### src/rtl/mem_access_unit.sv
// mem_access_unit: word-wide memory access sequencer between the multicycle
// core and a single-ported valid/ready memory bus. Fetches into the
// instruction register, loads into the data register, performs stores, and
// holds the control FSM (busy) until each access finishes (done pulse).
module mem_access_unit #(
   parameter int          TIMEOUT     = 16,
   parameter logic [31:0] RESET_INSTR = 32'h0000_0013
) (
   input  logic        clk,
   input  logic        rst,
   input  logic        access_req,
   input  logic        mem_addr_src,
   input  logic        mem_we,
   input  logic        instr_we,
   input  logic [31:0] pc,
   input  logic [31:0] data_addr,
   input  logic [31:0] wdata,
   output logic        bus_valid,
   output logic        bus_we,
   output logic [31:0] bus_addr,
   output logic [31:0] bus_wdata,
   input  logic        bus_ready,
   input  logic [31:0] bus_rdata,
   output logic [31:0] instr,
   output logic [6:0]  opcode,
   output logic [2:0]  funct3,
   output logic [6:0]  funct7,
   output logic [31:0] old_pc,
   output logic [31:0] data_q,
   output logic        busy,
   output logic        done,
   output logic        fault
);

   typedef enum logic [1:0] {IDLE, ACCESS, DONE} state_t;

   // Last wait-counter value before the access is abandoned; with the counter
   // starting at 0 on entry this keeps bus_valid up for exactly TIMEOUT cycles.
   localparam logic [7:0] WAIT_LAST = 8'(TIMEOUT - 1);

   state_t      state;
   logic [7:0]  wait_cnt;
   logic        req_iwe;
   logic [31:0] sel_addr;
   logic        accept;
   logic        misaligned;
   logic        handshake;
   logic        expired;

   assign sel_addr   = mem_addr_src ? data_addr : pc;
   assign accept     = (state == IDLE) && access_req;
   assign misaligned = (sel_addr[1:0] != 2'b00);
   // bus_valid is only high in ACCESS, so ready outside a request is ignored.
   assign handshake  = (state == ACCESS) && bus_valid && bus_ready;
   assign expired    = (state == ACCESS) && !bus_ready && (wait_cnt == WAIT_LAST);

   assign busy   = (state != IDLE);
   assign opcode = instr[6:0];
   assign funct3 = instr[14:12];
   assign funct7 = instr[31:25];

   // Sequencer FSM: accept, wait for handshake or timeout, pulse done.
   always_ff @(posedge clk or negedge rst) begin
      if (!rst) begin
         state     <= IDLE;
         bus_valid <= 1'b0;
         done      <= 1'b0;
         fault     <= 1'b0;
         wait_cnt  <= '0;
      end else begin
         done <= 1'b0;
         case (state)
            IDLE: begin
               if (access_req) begin
                  if (misaligned) begin
                     // Never reaches the bus; report completion with fault.
                     fault <= 1'b1;
                     done  <= 1'b1;
                     state <= DONE;
                  end else begin
                     wait_cnt  <= '0;
                     bus_valid <= 1'b1;
                     state     <= ACCESS;
                  end
               end
            end
            ACCESS: begin
               if (handshake) begin
                  bus_valid <= 1'b0;
                  done      <= 1'b1;
                  state     <= DONE;
               end else if (expired) begin
                  bus_valid <= 1'b0;
                  fault     <= 1'b1;
                  done      <= 1'b1;
                  state     <= DONE;
               end else begin
                  wait_cnt <= wait_cnt + 8'd1;
               end
            end
            DONE:    state <= IDLE;
            default: state <= IDLE;
         endcase
      end
   end

   // Request registers: frozen from acceptance until the next accepted access,
   // so address/data/we are stable across the whole handshake.
   always_ff @(posedge clk or negedge rst) begin
      if (!rst) begin
         bus_addr  <= '0;
         bus_wdata <= '0;
         bus_we    <= 1'b0;
         req_iwe   <= 1'b0;
      end else if (accept) begin
         bus_addr  <= sel_addr;
         bus_wdata <= wdata;
         bus_we    <= mem_we;
         // A write wins over an instruction-register update.
         req_iwe   <= instr_we && !mem_we;
      end
   end

   // Result registers: capture read data on the handshake edge only.
   always_ff @(posedge clk or negedge rst) begin
      if (!rst) begin
         instr  <= RESET_INSTR;
         old_pc <= '0;
         data_q <= '0;
      end else if (handshake && !bus_we) begin
         if (req_iwe) begin
            instr  <= bus_rdata;
            old_pc <= bus_addr;
         end else begin
            data_q <= bus_rdata;
         end
      end
   end

endmodule

### config.mk
export PLATFORM = sky130hd
export DESIGN_NAME = mem_access_unit
export DESIGN_NICKNAME = d
export VERILOG_FILES = /design/src/rtl/mem_access_unit.sv
export SDC_FILE = /design/constraint.sdc
export NUM_CORES = 1
export LEC_CHECK = 0
export CAP_MARGIN = 20
export CORE_MARGIN = 5
export CORE_UTILIZATION = 42
export DETAILED_ROUTE_END_ITERATION = 8
export PLACE_DENSITY = 0.8
export RECOVER_POWER = 25
export SYNTH_ARGS = -nofsm -noshare
export SYNTH_HDL_FRONTEND = slang
export SYNTH_SLANG_ARGS = --single-unit
### constraint.sdc
create_clock -name clk -period 2.5 [get_ports clk]
set_input_delay 0.5 -clock clk [delete_from_list [all_inputs] [get_ports clk]]
set_output_delay 0.5 -clock clk [all_outputs]
set_load 0.03 [all_outputs]
==> impl_metrics.csv <==
group,metric,value,unit
cells_and_area,layout_commonest_cell,"clkdlybuf4s50_1",
synthesis,synth.avg_cell_area,14.16,µm²
clocking,cts.sinks,175,
global_routing,grt_pass1_wl,30840,µm
worst_hold_path,hold_path.class,"in2async",
floorplanning,fp.dieH,140.2,µm
sta,period_needed,2.281,ns
cells_and_area,drive_above_1_share,0.2228,
setup_path,r2r-start,"wait_cnt[5]",
clocking,cts-resized-gates,0,
global_routing,grt_max_degree,56,
drt,via_per_inst,4.946,
clocking,cts_tree,"built",
clocking,numCtsBuffers,17,
power,cellPowerDensity,1065,nW/µm²
sta,finalHoldViolations,0,
setup_path,cp_max_fo,6,
synthesis,ys_ff_latch,175,
sta,setup_viol,0,
placement,port-buffer-count,316,
cells_and_area,nNetsFinal,949,
status,outcome,"complete, no violations",
power,leakagePower,0.004848,µW
drt,wire_per_inst,18.49,µm
sta,slew_headroom,0.03510,
cells_and_area,area_growth,56.24,%
setup_path,cp-startpoint,"state[0]",
setup_path,worstPathArrival,1.78,ns
clocking,clk_pin_slew_worst_paths,0.06,ns
global_routing,grt_pass1_vias,5685,
cells_and_area,final_core_util,0.6711,
cells_and_area,final_cell_mix,"clkdlybuf4s50_1, dfrtp_1, mux2_2",
setup_path,worstSetupPathType,"reg2out",
drt,drt-total-wl,19340,µm
placement,place_inst,1014,
placement,place_congestion,0.8061,
setup_path,required,2.00,ns
synthesis,yosys_warnings,0,
synthesis,synthCells,503,
cells_and_area,fillers,1215,
sta,skew,0.01220,ns
floorplanning,coreArea,16580,µm²
setup_path,start_kind,"register",
drt,firstDrtPassIters,4,
floorplanning,die_area,19660,µm²
clocking,holdBufCountCts,0,
sta,min_period_over_period,0.9123,
sta,tightest_slew,1.447,ns
global_routing,grtUsageTotal,0.1973,
cells_and_area,ff_latch_area,4383,µm²
floorplanning,num_io_pins,317,
power,ir_drop,0.0005353,V
clocking,insertion_delay,0.42,ns
synthesis,yosysSeqAreaShare,0.6153,
drt,initialDrtViolationCount,160,
clocking,cts_buffer_depth,2,
synthesis,synth_area,7123,µm²
sta,max_clock_freq,0.4385,GHz
clocking,cts_setup_buffers,0,
floorplanning,fp-row-count,47,
cells_and_area,multi_input_area,2486,µm²
global_routing,grt-ovfl-total,0,
synthesis,synth_nets,639,
cells_and_area,diodes,0,
clocking,cts-root-buf,"clkbuf_16",
clocking,htree_levels,4,
drt,drcViolationCount,0,
sta,drv_slew,0,
sta,rsz0062_at_grt,"no",
job,maxCapViolations,0,
setup_path,endpoint_kind,"output pin",
drt,num_vias,5173,
cells_and_area,final_cells,1046,
sta,setup_tns,0,ns
drt,antenna_left,0,
global_routing,antenna_found_initial,0,
floorplanning,start_util,0.4295,
placement,place_hpwl,14970,µm
synthesis,synth_cell_types,36,
floorplanning,dieWidth,140.2,µm
## per-stage QoR
| stage | area (µm²) | hold WS, ns | setup slack [ns] | total power, µW |
|---|---|---|---|---|
| finish | 11130 | 0.4294 | 0.2192 | 11850 |
| global route | 11130 | 0.4906 | 0.1627 | 12420 |
| CTS | 11160 | 0.05786 | 0.1838 | 12020 |
| detailed placement | 10540 | 0.4601 | 0.06090 | 9213 |
| global placement | 10540 | 0.4590 | 0.1166 | 9076 |
| floorplan | 7123 | 0.2044 | 0.6141 | 6833 |
## final timing paths
check | to | slack, ns | cells after the start
max in group asynchronous | bus_addr[28] | 0.68 | 2
min reg2reg | fault | 0.48 | 1
min in group clk | fault | 0.48 | 1
max reg2reg | bus_valid | 0.58 | 5
max | busy | 0.22 | 2
min | bus_wdata[3] | 0.43 | 1
## area by class of cell
class	instances	share of cell area
clock buffer	19	0.03980
clock inverter	13	0.01574
inverter	3	0.001012
multi-input combinational	282	0.2234
sequential	175	0.3938
tap	220	0.02473
timing repair buffer	334	0.3015
## flip-flops by register name, summed over array words and instances (netlist names)
name / count
bus_addr: 32
bus_wdata: 32
data_q: 32
instr: 32
old_pc: 32
wait_cnt: 8
state: 2
bus_valid: 1
bus_we: 1
done: 1
fault: 1
req_iwe: 1
## synth_stat cells
cell,instances,share of area
dfrtp_1,172,0.60
mux2_2,123,0.19
nor2_1,37,0.019
a21oi_1,35,0.025
mux2i_1,35,0.049
buf_2,18,0.013
buf_4,17,0.018
mux2_1,6,0.0095
clkbuf_1,5,0.0026
nand2b_1,5,0.0044
o21ai_0,5,0.0035
nand2_1,4,0.0021
buf_1,3,0.0016
dfstp_2,3,0.011
inv_1,3,0.0016
nand3_1,3,0.0021
nor4_4,3,0.0090
o31ai_1,3,0.0032
o41ai_1,3,0.0037
nor3_2,2,0.0028
nor3b_1,2,0.0021
nor4_1,2,0.0018
a21o_1,1,0.0011
a311o_1,1,0.0014
and3_1,1,0.00088
and4_1,1,0.0012
ha_1,1,0.0018
mux2_4,1,0.0021
nand3b_1,1,0.0011
nand4_1,1,0.00088
nor3_1,1,0.00070
o21bai_1,1,0.0011
or2_2,1,0.00088
or3_1,1,0.00088
or4_1,1,0.0011
or4_4,1,0.0016
## power breakdown
group          internal [µW]  switching [µW]  leakage (µW)  total (µW)
registers               3640             510       0.00220        4150
logic                   2230            2710       0.00234        4950
clock network           1630            1130      0.000301        2760
## critical path: stages, from the launching register on
cell	delay, ns
dfrtp_1	0.47
or2_2	0.31
clkdlybuf4s50_1	0.59
## routing by layer
layer	vias to the layer above	part of all wire	track usage
met5	-	0	0
met4	0	0.020	0.06476
met3	30	0.090	0.07703
met2	224	0.52	0.3453
met1	2532	0.37	0.2206
li1	2387	-	-
## kinds of logic (layout without fill, tap and decap cells)
family,after synthesis,in the layout,synth area share
buf+inv,46,369,0.03636
flops,175,175,0.6153
simple gates,67,67,0.05287
compound gates,49,49,0.03847
mux,165,165,0.2552
fa+ha+maj,1,1,0.001756
Note: power is estimated with default switching activity, not from simulation.
